===== src/rtl/imuldiv_mul_arbiter_pkg.sv =====
// Shared definitions for the two-port multiplier arbiter.
//   PORT_ID_BITS : width of a requester ID carried in the tag FIFO
//   port_id_t    : requester ID type
//   ARB_PORT0/1  : requester ID constants
//   other_port() : returns the requester that is not the argument
package imuldiv_mul_arbiter_pkg;

    localparam int PORT_ID_BITS = 1;

    typedef logic [PORT_ID_BITS-1:0] port_id_t;

    localparam port_id_t ARB_PORT0 = 1'b0;
    localparam port_id_t ARB_PORT1 = 1'b1;

    function automatic port_id_t other_port(input port_id_t p);
        return (p == ARB_PORT0) ? ARB_PORT1 : ARB_PORT0;
    endfunction

endpackage


===== src/rtl/imuldiv_mul_arbiter_tag_queue.sv =====
// In-order tag FIFO: remembers which requester issued each multiply that is
// still in flight so the result can be routed back to it.
//   clk, reset        : clock, synchronous active-high reset (empties FIFO)
//   enq_val / enq_rdy : push handshake, enq_rdy low when full
//   enq_msg           : tag to push
//   deq_val / deq_rdy : pop handshake, deq_val high when not empty
//   deq_msg           : tag at the head
// A full FIFO refuses a push even if a pop happens in the same cycle.
module imuldiv_mul_arbiter_tag_queue #(
    parameter int p_tag_bits  = 1,
    parameter int p_tag_depth = 4
) (
    input  logic                  clk,
    input  logic                  reset,
    input  logic                  enq_val,
    output logic                  enq_rdy,
    input  logic [p_tag_bits-1:0] enq_msg,
    output logic                  deq_val,
    input  logic                  deq_rdy,
    output logic [p_tag_bits-1:0] deq_msg
);

    localparam int PTR_W = $clog2(p_tag_depth);
    localparam logic [PTR_W-1:0] PTR_ONE   = PTR_W'(1);
    localparam logic [PTR_W:0]   CNT_ONE   = (PTR_W+1)'(1);
    localparam logic [PTR_W:0]   CNT_DEPTH = (PTR_W+1)'(p_tag_depth);

    logic [p_tag_bits-1:0] mem [p_tag_depth];
    logic [PTR_W-1:0]      wr_ptr;
    logic [PTR_W-1:0]      rd_ptr;
    logic [PTR_W:0]        count;
    logic                  do_enq;
    logic                  do_deq;

    assign enq_rdy = (count != CNT_DEPTH);
    assign deq_val = (count != '0);
    assign deq_msg = mem[rd_ptr];

    assign do_enq = enq_val && enq_rdy;
    assign do_deq = deq_val && deq_rdy;

    // Storage needs no reset: an entry is only read after it was written.
    always_ff @(posedge clk) begin
        if (do_enq) begin
            mem[wr_ptr] <= enq_msg;
        end
    end

    // Depth is a power of two, so pointers wrap by natural overflow.
    always_ff @(posedge clk) begin
        if (reset) begin
            wr_ptr <= '0;
            rd_ptr <= '0;
            count  <= '0;
        end else begin
            if (do_enq) begin
                wr_ptr <= wr_ptr + PTR_ONE;
            end
            if (do_deq) begin
                rd_ptr <= rd_ptr + PTR_ONE;
            end
            case ({do_enq, do_deq})
                2'b10:   count <= count + CNT_ONE;
                2'b01:   count <= count - CNT_ONE;
                default: count <= count;
            endcase
        end
    end

endmodule


===== src/rtl/imuldiv_mul_arbiter.sv =====
// Round-robin arbiter sharing one pipelined multiplier between two
// requesters. Requests are granted combinationally, the issuing port is
// recorded in an in-order tag FIFO, and each result is steered back to the
// port at the FIFO head. No cycles are added on either path.
//   clk, reset                      : clock, synchronous active-high reset
//   req{0,1}_msg_a/_msg_b           : requester operands (32b each)
//   req{0,1}_val / req{0,1}_rdy     : requester request handshake
//   resp{0,1}_msg_result            : result to requester (64b)
//   resp{0,1}_val / resp{0,1}_rdy   : requester response handshake
//   mulreq_msg_a/_msg_b             : operands to the multiplier
//   mulreq_val / mulreq_rdy         : multiplier request handshake
//   mulresp_msg_result              : result from the multiplier
//   mulresp_val / mulresp_rdy       : multiplier response handshake
module imuldiv_mul_arbiter
    import imuldiv_mul_arbiter_pkg::*;
#(
    parameter int p_tag_depth = 4
) (
    input  logic        clk,
    input  logic        reset,

    input  logic [31:0] req0_msg_a,
    input  logic [31:0] req0_msg_b,
    input  logic        req0_val,
    output logic        req0_rdy,
    output logic [63:0] resp0_msg_result,
    output logic        resp0_val,
    input  logic        resp0_rdy,

    input  logic [31:0] req1_msg_a,
    input  logic [31:0] req1_msg_b,
    input  logic        req1_val,
    output logic        req1_rdy,
    output logic [63:0] resp1_msg_result,
    output logic        resp1_val,
    input  logic        resp1_rdy,

    output logic [31:0] mulreq_msg_a,
    output logic [31:0] mulreq_msg_b,
    output logic        mulreq_val,
    input  logic        mulreq_rdy,

    input  logic [63:0] mulresp_msg_result,
    input  logic        mulresp_val,
    output logic        mulresp_rdy
);

    port_id_t prio;
    port_id_t grant;
    port_id_t head_tag;
    logic     q_enq_rdy;
    logic     q_deq_val;
    logic     can_issue;
    logic     can_return;
    logic     issue;
    logic     ret;

    // While reset is high the FIFO is presented as empty so no stale tag
    // can route a response and every issue slot looks available.
    assign can_issue  = q_enq_rdy || reset;
    assign can_return = q_deq_val && !reset;

    always_comb begin
        grant = ARB_PORT0;
        if (req0_val && req1_val) begin
            grant = prio;
        end else if (req1_val) begin
            grant = ARB_PORT1;
        end
    end

    assign mulreq_val = (req0_val || req1_val) && can_issue;
    assign issue      = mulreq_val && mulreq_rdy;

    // Idle cycles fall back to port 0's operands.
    always_comb begin
        mulreq_msg_a = req0_msg_a;
        mulreq_msg_b = req0_msg_b;
        if (grant == ARB_PORT1) begin
            mulreq_msg_a = req1_msg_a;
            mulreq_msg_b = req1_msg_b;
        end
    end

    // A port loses its rdy only when the other port holds the grant with a
    // valid request; with no requests pending both see the issue slot.
    assign req0_rdy = mulreq_rdy && can_issue && !(req1_val && (grant == ARB_PORT1));
    assign req1_rdy = mulreq_rdy && can_issue && !(req0_val && (grant == ARB_PORT0));

    assign resp0_val   = mulresp_val && can_return && (head_tag == ARB_PORT0);
    assign resp1_val   = mulresp_val && can_return && (head_tag == ARB_PORT1);
    assign mulresp_rdy = can_return && ((head_tag == ARB_PORT0) ? resp0_rdy : resp1_rdy);
    assign ret         = mulresp_val && mulresp_rdy;

    assign resp0_msg_result = mulresp_msg_result;
    assign resp1_msg_result = mulresp_msg_result;

    always_ff @(posedge clk) begin
        if (reset) begin
            prio <= ARB_PORT0;
        end else if (issue) begin
            prio <= other_port(grant);
        end
    end

    imuldiv_mul_arbiter_tag_queue #(
        .p_tag_bits  (PORT_ID_BITS),
        .p_tag_depth (p_tag_depth)
    ) u_tag_queue (
        .clk     (clk),
        .reset   (reset),
        .enq_val (issue),
        .enq_rdy (q_enq_rdy),
        .enq_msg (grant),
        .deq_val (q_deq_val),
        .deq_rdy (ret),
        .deq_msg (head_tag)
    );

endmodule


===== config.mk =====
export PLATFORM = sky130hd
export DESIGN_NAME = imuldiv_mul_arbiter
export DESIGN_NICKNAME = d
export VERILOG_FILES = /design/src/rtl/imuldiv_mul_arbiter_pkg.sv /design/src/rtl/imuldiv_mul_arbiter_tag_queue.sv /design/src/rtl/imuldiv_mul_arbiter.sv
export SDC_FILE = /design/constraint.sdc
export NUM_CORES = 1
export LEC_CHECK = 0
export ABC_CLOCK_PERIOD_IN_PS = 5560
export BUFFER_PORTS_ARGS = -buffer_cell sky130_fd_sc_hd__buf_4
export CORE_AREA = 4 4 152 154
export CTS_CLUSTER_DIAMETER = 30
export CTS_CLUSTER_SIZE = 14
export DETAILED_ROUTE_END_ITERATION = 8
export DIE_AREA = 0 0 156 158
export SLEW_MARGIN = 20
export SYNTH_ARGS = -nofsm -noshare
export SYNTH_HDL_FRONTEND = slang
export SYNTH_SLANG_ARGS = --single-unit

===== constraint.sdc =====
create_clock -name clk -period 5.56 [get_ports clk]
set_input_delay 1.112 -clock clk [delete_from_list [all_inputs] [get_ports clk]]
set_output_delay 1.112 -clock clk [all_outputs]
set_load 0.01 [all_outputs]

==> summary.txt <==
=====================================================================================================
Top Usage Layer GRT                                                                              met2
Data arrival time at the worst-slack endpoint                                                 2.69 ns
Setup slack after layout                                                                      1.76 ns
Overall global routing resource usage                                                           7.32%
Placement-stage worst setup slack                                                             1.67 ns
Maximum number of pins on one net before global-route repair                                       67
Beginning of the critical path                                                               req0_val
GRT met1 Usage                                                                                  7.92%
Standard cell core area                                                                     21700 µm²
Post-DR wirelength/cell                                                                       15.9 µm
Status                                                                                   finished clean
Total Neg Setup Slack                                                                            0 ns
Number of CTS-inserted buffers                                                                      3
Clk root buf                                                                             sky130_fd_sc_hd__clkbuf_16
Detail Placement HPWL                                                                         8990 µm
Number of antenna repair diodes                                                                     0
Synth cell count leaders                                                                 132 x sky130_fd_sc_hd__buf_4, 64 x sky130_fd_sc_hd__mux2_2, 11 x sky130_fd_sc_hd__nor2_1
Cell type with the highest aggregate area in the netlist                                 sky130_fd_sc_hd__buf_4
Syn nets                                                                                          480
Synth unique cells                                                                                 29
Hold slack                                                                                   0.484 ns
Core occupancy in the finished layout                                                           15.9%
Power spent charging and discharging nets                                                      149 µW
CP endpoint kind                                                                         primary output
Top flip-flop cell by instance count after synthesis                                     sky130_fd_sc_hd__dfxtp_1
Routability cong.                                                                               0.686
Number of top-level pins                                                                          398
TritonCTS clock tree                                                                            built
Number of antenna violations at the first check in global routing                                   1
Maximum clock insertion buffer count                                                                2
Part of the total power dissipated in combinational logic                                       49.9%
Most instantiated library cell after synthesis                                           sky130_fd_sc_hd__buf_4
Mean post-synth cell area                                                                    8.95 µm²
Count of maximum capacitance violations                                                             0
Detailed-route vias per instance                                                                 3.13
First-pass GRT wire length                                                                   13200 µm
Reg2Reg Setup Slack                                                                           2.99 ns
Count of nets left with antenna violations after detail routing                                     0
Highest achievable clock rate                                                                 263 MHz
Main combinational cell family by area after synthesis                                   buffers and inverters
Pins over their slew limit                                                                          0
Count of unresolved DRC violations after routing                                                    0
CP endpoint                                                                              mulreq_msg_a[24]
Setup bufs post-CTS                                                                                 0
Worst setup path class                                                                      in -> out
Buffers added on ports                                                                            205
Area growth from synthesis to final layout                                                      40.3%
Area enclosed by the die boundary                                                           24600 µm²
Clock-pin slew of the registers on the worst-case setup and hold paths                        0.04 ns
Number of endpoints with negative hold slack in the final report                                    0
Overall routed net length                                                                     9980 µm
Largest fanout on the critical path                                                                66
Met2 Track Usage GR                                                                             11.3%
Share of the clock period used by the worst path                                                68.3%
Worst clock skew on the final layout                                                       0.00240 ns
Slew at the pin closest to its max-slew limit                                                0.843 ns
Class of the worst hold path                                                               reg -> reg
Standby leakage power                                                                         1.58 nW
Clk network pwr share                                                                           28.0%
Final Setup Violations                                                                              0
Headroom to the max-slew limit                                                                  43.8%
Portion of the post-synthesis area used by sequential elements                                  13.1%
H-tree levels                                                                                       1
Total via count after detailed routing                                                           1965
Dominant cells by area after synthesis                                                   sky130_fd_sc_hd__buf_4 40%, sky130_fd_sc_hd__mux2_2 29%, sky130_fd_sc_hd__dfxtp_1 8.2%
Sinks on the clock net                                                                             14
Die boundary width                                                                             156 µm
Number of iterations in the first detailed-routing pass                                             4
# nets final                                                                                      555
Post-synthesis instance total                                                                     274
Mapped Area                                                                                  2450 µm²
Initial cell density of the core                                                                11.3%
Crit path time final                                                                          3.80 ns
Async set-reset flop share out of synthesis                                                        0%
Share of the synthesized area in the top cell type                                              40.4%
Sequential cell fraction of total power                                                         22.0%
Synthesized-area fraction occupied by xor and xnor cells                                        1.07%
Post-cts repair resize count                                                                        0
Fraction of power spent switching nets                                                          27.9%
RSZ-0062 raised after global routing                                                            false
Share of cell area taken by muxes after synthesis                                               31.3%
Depth of the worst register-to-register path                                                        9
Power density over the cells                                                               155 nW/µm²
Post-synthesis compound-gate area fraction                                                      3.52%
DIE HEIGHT                                                                                     158 µm
Data required time at the worst endpoint                                                      4.45 ns
Placement Rows                                                                                     54
Synthesized-area fraction occupied by and/or/nand/nor cells                                     4.95%
Hold Buf Count CTS                                                                                  0
Share of post-route cells with drive strength above 1                                           79.9%
Count of synthesis-stage warnings from yosys                                                        0
EDFF count, synth                                                                                   4
Vias in the first global route                                                                   2157
Flip-flop and latch count after synthesis                                                          14
Post-synthesis share of cell area spent on full adders, half adders and majority gates          3.37%
1st-iter DRT viols                                                                                 27
Fraction of met3 tracks used by global routing                                                  4.89%
Worst vdd rail ir drop                                                                      0.0870 mV
Remaining global-route overflow                                                                     0
Reg-to-Reg End                                                                           u_tag_queue.count[2]$_SDFFE_PP0P_
Total power of the final layout                                                                532 µW
Source-to-sink clock delay at the later pin of the worst-skew pair                            0.24 ns
Startpoint types                                                                         primary input
Cell internal pwr                                                                              384 µW
=====================================================================================================
-- worst min-delay path by stage --
| stage | start | cells after the start | slack [ns] | to |
|---|---|---|---|---|
| floorplan | u_tag_queue.rd_ptr[1]$_SDFFE_PP0P_ | 1 | 0.44 | flop |
| global placement | u_tag_queue.rd_ptr[1]$_SDFFE_PP0P_ | 1 | 0.47 | u_tag_queue.rd_ptr[1]$_SDFFE_PP0P_ |
| detailed placement | u_tag_queue.rd_ptr[1]$_SDFFE_PP0P_ | 1 | 0.48 | u_tag_queue.rd_ptr[1]$_SDFFE_PP0P_ |
| CTS | u_tag_queue.rd_ptr[0]$_SDFFE_PP0P_ | 2 | 0.49 | u_tag_queue.rd_ptr[0]$_SDFFE_PP0P_ |
| global route | u_tag_queue.rd_ptr[1]$_SDFFE_PP0P_ | 1 | 0.52 | u_tag_queue.rd_ptr[1]$_SDFFE_PP0P_ |
| finish | u_tag_queue.rd_ptr[0]$_SDFFE_PP0P_ | 2 | 0.48 | u_tag_queue.rd_ptr[0]$_SDFFE_PP0P_ |
-- layout make-up --
class                           count  area, µm²
Inverter                           10       37.5
Tap cell                          280        350
Fill cell                        2454      18300
Timing Repair Buffer              206       1550
Clock buffer                        4       88.8
Sequential cell                    14        320
Multi-Input combinational cell    114       1090
-- critical path: stages --
cell and delay (ns):
sky130_fd_sc_hd__buf_4 0.11, sky130_fd_sc_hd__inv_1 0.06, sky130_fd_sc_hd__o21ai_4 0.10, sky130_fd_sc_hd__buf_4 0.62
sky130_fd_sc_hd__mux2_2 0.43, sky130_fd_sc_hd__buf_4 0.16
-- cells in the final DEF (no fill, tap or decap) --
cell type                   count
sky130_fd_sc_hd__buf_4        206
sky130_fd_sc_hd__o41ai_1        1
sky130_fd_sc_hd__nor2_1        11
sky130_fd_sc_hd__and2_1         4
sky130_fd_sc_hd__or3_1          3
sky130_fd_sc_hd__inv_1         10
sky130_fd_sc_hd__dfxtp_1       10
sky130_fd_sc_hd__mux2i_2        1
sky130_fd_sc_hd__nand3_1        1
sky130_fd_sc_hd__a311oi_1       1
sky130_fd_sc_hd__mux2_2        64
sky130_fd_sc_hd__o21ai_0        2
sky130_fd_sc_hd__o311ai_0       1
sky130_fd_sc_hd__o21ai_4        1
sky130_fd_sc_hd__a21oi_1        6
sky130_fd_sc_hd__mux4_2         1
sky130_fd_sc_hd__nor4b_1        1
sky130_fd_sc_hd__o21ai_2        1
sky130_fd_sc_hd__clkbuf_8       1
sky130_fd_sc_hd__nor2b_1        2
sky130_fd_sc_hd__xor2_1         2
sky130_fd_sc_hd__nand2b_1       1
sky130_fd_sc_hd__mux2i_1        1
sky130_fd_sc_hd__nand2_1        1
sky130_fd_sc_hd__ha_1           5
sky130_fd_sc_hd__edfxtp_1       4
sky130_fd_sc_hd__clkbuf_16      3
sky130_fd_sc_hd__fa_1           1
sky130_fd_sc_hd__xnor2_1        1
sky130_fd_sc_hd__a31oi_1        1
-- cell families after synthesis --
| logic type | count (synthesis) |
|---|---|
| muxes | 67 |
| buffers and inverters | 146 |
| AOI/OAI and AO/OA | 14 |
| xor gates and xnor gates | 3 |
| adders and majority gates | 6 |
| and+or+nand+nor | 24 |
| DFF | 14 |
-- routing by layer --
metal	wire (µm)	share of wire (%)
met1	3520	35
met2	4610	46
met3	1510	15
met4	335	3.4
met5	7	0.070
-- per-stage QoR --
step | cell area [µm²] | instances
2_1_floorplan | 2450 | 274
3_3_place_gp | 3350 | 624
3_5_place_dp | 3350 | 624
4_1_cts | 3440 | 628
5_1_grt | 3440 | 628
6_report | 3440 | 628
-- power by group through the flow --
stage / sequential (mW) / clock [mW] / combinational, mW
after detailed placement: 0.119 / 0 / 0.271
after CTS: 0.117 / 0.156 / 0.272
after floorplan: 0.118 / 0 / 0.208
after global routing: 0.118 / 0.161 / 0.291
final: 0.117 / 0.149 / 0.266
after global placement: 0.119 / 0 / 0.270
Note: power is estimated with default switching activity, not from simulation.
